<file path="src/rtl/axi4_lite_reg_bank.sv">
// AXI4-Lite subordinate mapping reads/writes onto NUM_REGS registers exported on regs_out.
// Define AXI4_LITE_REG_BANK_ID_EN to make register 0 a read-only ID_VALUE register.
module axi4_lite_reg_bank #(
    parameter int unsigned ADDR_WIDTH = 32,
    parameter int unsigned DATA_WIDTH = 32,
    parameter int unsigned NUM_REGS   = 8,
    parameter logic [31:0] ID_VALUE   = 32'h0000_B15C
) (
    input  logic                           aclk,
    input  logic                           aresetn,
    input  logic                           arvalid,
    output logic                           arready,
    input  logic [ADDR_WIDTH-1:0]          araddr,
    output logic                           rvalid,
    input  logic                           rready,
    output logic [DATA_WIDTH-1:0]          rdata,
    input  logic                           awvalid,
    output logic                           awready,
    input  logic [ADDR_WIDTH-1:0]          awaddr,
    input  logic                           wvalid,
    output logic                           wready,
    input  logic [DATA_WIDTH-1:0]          wdata,
    output logic                           bvalid,
    input  logic                           bready,
    output logic [2:0]                     bresp,
    output logic [NUM_REGS*DATA_WIDTH-1:0] regs_out
);

    localparam int unsigned OFFS_W = $clog2(DATA_WIDTH / 8);
    localparam int unsigned IDX_W  = $clog2(NUM_REGS);
    localparam int unsigned HI_LSB = OFFS_W + IDX_W;
    localparam logic [2:0]  RESP_OKAY   = 3'b000;
    localparam logic [2:0]  RESP_SLVERR = 3'b010;

    typedef enum logic {R_IDLE, R_DATA} r_state_t;
    typedef enum logic {W_IDLE, W_RESP} w_state_t;

    r_state_t              r_state_q, r_state_d;
    w_state_t              w_state_q, w_state_d;
    logic                  arready_q, arready_d;
    logic                  rvalid_q, rvalid_d;
    logic [DATA_WIDTH-1:0] rdata_q, rdata_d;
    logic                  awready_q, awready_d;
    logic                  wready_q, wready_d;
    logic                  bvalid_q, bvalid_d;
    logic [2:0]            bresp_q, bresp_d;
    logic                  aw_held_q, aw_held_d;
    logic                  w_held_q, w_held_d;
    logic [ADDR_WIDTH-1:0] awaddr_q, awaddr_d;
    logic [DATA_WIDTH-1:0] wdata_q, wdata_d;
    logic [DATA_WIDTH-1:0] regs_q [NUM_REGS];
    logic [DATA_WIDTH-1:0] regs_d [NUM_REGS];

    function automatic logic in_range(input logic [ADDR_WIDTH-1:0] a);
        return (a >> HI_LSB) == '0;
    endfunction

    function automatic logic [IDX_W-1:0] word_idx(input logic [ADDR_WIDTH-1:0] a);
        return a[OFFS_W +: IDX_W];
    endfunction

    function automatic logic writable(input logic [ADDR_WIDTH-1:0] a);
`ifdef AXI4_LITE_REG_BANK_ID_EN
        return in_range(a) && (word_idx(a) != '0);
`else
        return in_range(a);
`endif
    endfunction

    function automatic logic [DATA_WIDTH-1:0] slot_value(input logic [IDX_W-1:0] i,
                                                         input logic [DATA_WIDTH-1:0] v);
`ifdef AXI4_LITE_REG_BANK_ID_EN
        return (i == '0) ? DATA_WIDTH'(ID_VALUE) : v;
`else
        return (i == '0) ? v : v;
`endif
    endfunction

    always_comb begin
        r_state_d = r_state_q;
        rdata_d   = rdata_q;
        w_state_d = w_state_q;
        aw_held_d = aw_held_q;
        w_held_d  = w_held_q;
        awaddr_d  = awaddr_q;
        wdata_d   = wdata_q;
        bresp_d   = bresp_q;
        regs_d    = regs_q;

        // Reads sample regs_q, so a read captured on a commit edge sees the old value.
        case (r_state_q)
            R_IDLE: if (arvalid && arready_q) begin
                rdata_d   = in_range(araddr)
                          ? slot_value(word_idx(araddr), regs_q[word_idx(araddr)]) : '0;
                r_state_d = R_DATA;
            end
            R_DATA: if (rready) r_state_d = R_IDLE;
            default: r_state_d = R_IDLE;
        endcase

        case (w_state_q)
            W_IDLE: begin
                if (aw_held_q && w_held_q) begin
                    if (writable(awaddr_q)) begin
                        regs_d[word_idx(awaddr_q)] = wdata_q;
                        bresp_d = RESP_OKAY;
                    end else begin
                        bresp_d = RESP_SLVERR;
                    end
                    w_state_d = W_RESP;
                end else begin
                    if (awvalid && awready_q) begin
                        aw_held_d = 1'b1;
                        awaddr_d  = awaddr;
                    end
                    if (wvalid && wready_q) begin
                        w_held_d = 1'b1;
                        wdata_d  = wdata;
                    end
                end
            end
            W_RESP: if (bready) begin
                aw_held_d = 1'b0;
                w_held_d  = 1'b0;
                w_state_d = W_IDLE;
            end
            default: w_state_d = W_IDLE;
        endcase

        arready_d = (r_state_d == R_IDLE);
        rvalid_d  = (r_state_d == R_DATA);
        awready_d = (w_state_d == W_IDLE) && !aw_held_d;
        wready_d  = (w_state_d == W_IDLE) && !w_held_d;
        bvalid_d  = (w_state_d == W_RESP);
    end

    always_ff @(posedge aclk) begin
        if (!aresetn) begin
            r_state_q <= R_IDLE;
            w_state_q <= W_IDLE;
            arready_q <= 1'b0;
            rvalid_q  <= 1'b0;
            rdata_q   <= '0;
            awready_q <= 1'b0;
            wready_q  <= 1'b0;
            bvalid_q  <= 1'b0;
            bresp_q   <= '0;
            aw_held_q <= 1'b0;
            w_held_q  <= 1'b0;
            awaddr_q  <= '0;
            wdata_q   <= '0;
            regs_q    <= '{default: '0};
        end else begin
            r_state_q <= r_state_d;
            w_state_q <= w_state_d;
            arready_q <= arready_d;
            rvalid_q  <= rvalid_d;
            rdata_q   <= rdata_d;
            awready_q <= awready_d;
            wready_q  <= wready_d;
            bvalid_q  <= bvalid_d;
            bresp_q   <= bresp_d;
            aw_held_q <= aw_held_d;
            w_held_q  <= w_held_d;
            awaddr_q  <= awaddr_d;
            wdata_q   <= wdata_d;
            regs_q    <= regs_d;
        end
    end

    always_comb begin
        regs_out = '0;
        for (int unsigned i = 0; i < NUM_REGS; i++) begin
            regs_out[i*DATA_WIDTH +: DATA_WIDTH] = slot_value(IDX_W'(i), regs_q[i]);
        end
    end

    assign arready = arready_q;
    assign rvalid  = rvalid_q;
    assign rdata   = rdata_q;
    assign awready = awready_q;
    assign wready  = wready_q;
    assign bvalid  = bvalid_q;
    assign bresp   = bresp_q;

endmodule

</file>
<file path="config.mk">
export PLATFORM = sky130hd
export DESIGN_NAME = axi4_lite_reg_bank
export DESIGN_NICKNAME = d
export VERILOG_FILES = /design/src/rtl/axi4_lite_reg_bank.sv
export SDC_FILE = /design/constraint.sdc
export NUM_CORES = 1
export LEC_CHECK = 0
export BUFFER_PORTS_ARGS = -buffer_cell sky130_fd_sc_hd__buf_4
export CORE_ASPECT_RATIO = 2
export CORE_MARGIN = 1
export CORE_UTILIZATION = 35
export CTS_CLUSTER_SIZE = 24
export DETAILED_ROUTE_END_ITERATION = 16
export SLEW_MARGIN = 20
export SYNTH_ARGS = -nofsm -noshare
export SYNTH_HDL_FRONTEND = slang
export SYNTH_SLANG_ARGS = --single-unit
</file>
<file path="constraint.sdc">
create_clock -name aclk -period 5.9 [get_ports aclk]
set_input_delay 1.18 -clock aclk [delete_from_list [all_inputs] [get_ports aclk]]
set_output_delay 1.18 -clock aclk [all_outputs]
set_load 0.05 [all_outputs]
</file>
**Word level (Yosys, flattened, before mapping)**

Cells that the tools add are included.

- $lt $le $gt $ge: 3
- Multiplexer cells: 22
- Bitwise logic cells: 7
- Reductions and logical operators: 16

Operators by type and width:

| operator | number |
|---|---|
| bitwise mux 256 bit | 1 |
| 2-to-1 mux 32 bit | 4 |
| binary-select mux 32 bit (select 3 bit) | 1 |
| demux 32 bit (select 3 bit) | 1 |
| zero test 32 bit | 2 |
| 2-to-1 mux 1 bit | 10 |
| AND reduction 3 bit | 3 |
| greater-or-equal comparator 4 bit, second input constant | 2 |
| inverter 3 -> 4 bit | 2 |
| case mux 1 bit (2 select lines) | 4 |
| logical AND 1 bit | 7 |
| inverter 1 bit | 5 |
| less-than comparator 4 x 1 -> 1 bit, second input constant | 1 |
| AND reduction 2 bit | 2 |
| zero test 1 bit | 2 |
| 2-to-1 mux 2 bit | 1 |

- Register bits after elaboration: 362
- Output and inout port bits: 296
- Word-level logic and storage cells: 67

**Depth between registers and ports, before layout**

- Depth after elaboration: 6
- Depth in mapped cells: 7
- Mapped depth without buffers: 5

**Worst setup path before layout**

No wires, ideal clock.

- Path kind: in2reg
- Start: in araddr[2]
- End: reg rdata_q[0], in the netlist rdata[0]
- Library setup time: 119 ps
- Data arrival time: 2667 ps
- Required time: 5781 ps
- Slack: 3115 ps
- Stages on the path: 6
- Buffers on the path: 2
- Cell sequence: buf_2 -> buf_2 -> mux4_2 -> mux2_2 -> a22oi_1 -> nor2b_1

- Cells in the longest elaborated chain, start to end: 5

RTL lines:

| element | RTL line | text |
|---|---|---|
| start: declaration | 13 | `input logic [ADDR_WIDTH-1:0] araddr,` |
| inverter 3 -> 4 bit (not written as such) | 94 | `? slot_value(word_idx(araddr), regs_q[word_idx(araddr)]) : '0;` |
| binary-select mux 32 bit (select 3 bit) | 94 |  |
| 2-to-1 mux 32 bit (not written as such) (2 in series) | 94 |  |
| 2-to-1 mux 32 bit | 94 |  |
| end signal: assignment | 158 | `rdata_q <= rdata_d;` |
| end: declaration | 42 | `logic [DATA_WIDTH-1:0] rdata_q, rdata_d;` |

Every way passes these cells. The select of a mux whose other input is x is not followed.
A chain may end at the register's enable or synchronous reset.

**Worst setup path after layout**

- Start: in araddr[2]
- End: reg rdata_q[6], in the netlist rdata[6]

The elaborated chain is that of the path after synthesis.

==> results_dict.tcl <==
set metrics [dict create \
    finClkSkew_ns 0.0101 \
    cp_slowest_cell "buf_4" \
    criticalPathCategory "input port to register" \
    worstPathRequired_ns 6.30 \
    synth_edf_count 0 \
    cts_hold_buffers 0 \
    worstHoldStart "awaddr_q[10]" \
    cp-start-kind "input port" \
    grt_pass1_wl_um 73300 \
    ctsResizeCount 0 \
    ir_drop_mv 0.240 \
    maxSlewHeadroom 0.274 \
    synth_compound_area_frac 0.147 \
    synthAdderAreaFrac 0 \
    ant_nets 0 \
    async_flop_share 0 \
    dp_slack_ns 2.31 \
    yosysWarnings 0 \
    path_clk_slew_ns 0.06 \
    startpoint "araddr[2]" \
    max-cap-violations 0 \
    cts_buffers 34 \
    drive_above_1_share 0.352 \
    muxShareOfSynthArea 0.124 \
    reg2reg_to "regs_out[130]" \
    outcome "finished clean" \
    grt_pass1_vias 11900 \
    routed_via_density 5.29 \
    gr-total-overflow 0 \
    drc 0 \
    worstPathArrival_ns 3.37 \
    seq_area_frac_synth 0.495 \
    wl_per_cell_um 21.1 \
    cts.path.max_buffers 3 \
    syn2layout_area_growth_pct 29.2 \
    avgSynthCellArea_um2 10.0 \
    worstReg2RegStart "awaddr_q[25]" \
    critical_path.cell_chain "buf_4, buf_4, mux4_2, mux2_2, a22oi_1, nor2b_1" \
    antenna_found_initial 2 \
    gp_congestion 0.814 \
    finalSetupTns_ns 0 \
    synth_cell_types 35 \
    rows 105 \
    holdPathEnd "awaddr_q[10]" \
    dieArea_mm2 0.0423 \
    p_leak_nw 7.07 \
    final_util 0.458 \
    dr.pass1.iters 5 \
    ys.flop_type "dfxtp_1" \
    synthSimpleGateAreaFrac 0.177 \
    path_delay_family "buffers and inverters" \
    r2r_cells 6 \
    max_freq_ghz 0.337 \
    h-tree-depth 2 \
    port_buffers 392 \
    worst_pin_slew_ns 1.09 \
    cp-end-kind "register" \
    start_util 0.355 \
    min_path_cells 2 \
    synth_area_mm2 0.0145 \
    power.density_mw_per_mm2 275 \
    grt_usage 0.227 \
    ys_ff_latch 358 \
    cts_tree "done" \
    wirelength_um 49100 \
    die_x_um 146 \
    rsz0062_at_grt "false" \
    clock_sinks 358 \
    synth_cells 1448 \
    path_max_fanout 44 \
    min_period_ns 2.97 \
    core_mm2 0.0409 \
    ff2ff_setup_slack_ns 2.97 \
    root_buffer "clkbuf_16" \
    die_h_um 290 \
    period_share 0.503 \
    hold_path.class "register to register" \
    setup_slack_ns 2.93 \
    setup_viol_count_final 0 \
    finalMaxSlewViolations 0 \
    crit_path_frequent_cell "buf_4" \
    io_pins 399 \
    clk_latency_ns 0.52 \
    hpwlAfterDp_um 33300 \
    fin_nets 1865 \
    synth-xor-area-share 0 \
    post_cts_buffers 0 \
    path_buf_inv 2 \
    route.vias.total 12300 \
    critPathMaxStageDelay_ns 0.73 \
    grt_max_degree 150 \
    finalHoldViolCount 0 \
    synth_top_family_by_area "simple AND/OR/NAND/NOR gates" \
    drt_iter0_drc 505 \
]
-- cells in the mapped netlist, drive strengths merged (2+ instances only) --
cell type | instances | share of area
a22oi | 32 | 0.017
o21ai | 257 | 0.094
dfxtp | 358 | 0.49
nor3 | 2 | 0.0010
nor2b | 33 | 0.014
and3 | 3 | 0.0013
o22ai | 2 | 0.00086
mux2 | 31 | 0.024
clkbuf | 60 | 0.016
mux4 | 64 | 0.099
and2 | 2 | 0.00086
nand2b | 5 | 0.0022
or4 | 7 | 0.0036
nand4 | 5 | 0.0022
nor4 | 12 | 0.0069
a21oi | 4 | 0.0014
a21boi | 65 | 0.034
buf | 75 | 0.041
and4 | 2 | 0.0012
nand3 | 258 | 0.10
nand2 | 162 | 0.042
inv | 4 | 0.0010
-- routing by layer --
metal	global-route usage	up-vias	wire, um
met5	0	-	0
met4	0.122	0	2640
met3	0.0363	120	2600
met2	0.412	443	25700
met1	0.253	5831	18200
li1	-	5892	-
-- metrics by stage --
step	hold slack, ns	std cells	instance area [um2]	power (W)
after detailed placement	0.457	2260	17500	0.00283
after global routing	0.479	2323	18700	0.00533
after global placement	0.450	2260	17500	0.00282
final	0.464	2324	18700	0.00516
after floorplan	0.443	1449	14500	0.00270
after CTS	0.466	2321	18700	0.00522
-- final cells by class --
type	count	area, um2
Clock buffer	51	1060
Tap cell	535	669
Multi-Input combinational cell	952	6520
Inverter	4	17.5
Fill cell	3953	22100
Sequential cell	358	7170
Timing Repair Buffer	412	3130
Clock inverter	10	163
Antenna cell	2	5.00
-- cell usage in the layout, fill, tap and decap left out, types with 2 or more instances in the layout --
cell type / instances
a21boi_0: 65
a21oi_1: 4
a22oi_1: 32
and2_1: 2
and3_1: 2
and4_1: 2
buf_12: 2
buf_4: 409
bufinv_16: 4
clkbuf_1: 6
clkbuf_16: 37
clkbuf_8: 8
clkinv_2: 2
clkinvlp_4: 2
conb_1: 2
dfxtp_1: 358
diode_2: 2
inv_1: 3
inv_6: 2
mux2_2: 31
mux4_2: 64
nand2_1: 162
nand2b_1: 5
nand3_1: 223
nand3_2: 35
nand4_1: 5
nor2b_1: 33
nor4_1: 8
nor4_2: 4
o21ai_0: 3
o21ai_1: 235
o21ai_2: 19
o22ai_1: 2
or4_2: 4
or4_4: 2
-- worst reg2reg max path: stages (launching register included) --
cell	delay, ns
dfxtp_1	0.32
nor4_2	0.38
nand4_1	0.29
or4_2	1.12
buf_4	0.45
nand3_1	0.18
o21ai_1	0.07
-- state kept, by name, indices dropped and copies added, names as in the netlist, 30 cells and up --
signal    count
regs_out    256
rdata        32
awaddr_q     30
wdata_q      32
-- report_power, final --
group	switching (W)	internal, W
combinational	0.000195	0.000111
sequential	0.0000185	0.00245
clock	0.000962	0.00142
-- cell families after synthesis --
family | after synthesis
compound gates | 361
buf+inv | 139
mux | 95
flops | 358
other cells | 1
simple gates | 494
-- how the worst max path moves through the flow --
| stage | endpoint | depth (start not counted) |
|---|---|---|
| 5_1_grt | rdata[8] | 6 |
| 4_1_cts | rdata[9] | 6 |
| 6_report | rdata[6] | 6 |
| 3_3_place_gp | rdata[9] | 6 |
| 3_5_place_dp | rdata[9] | 6 |
| 2_1_floorplan | rdata[0] | 6 |
Power figures use the tool's default switching activity.
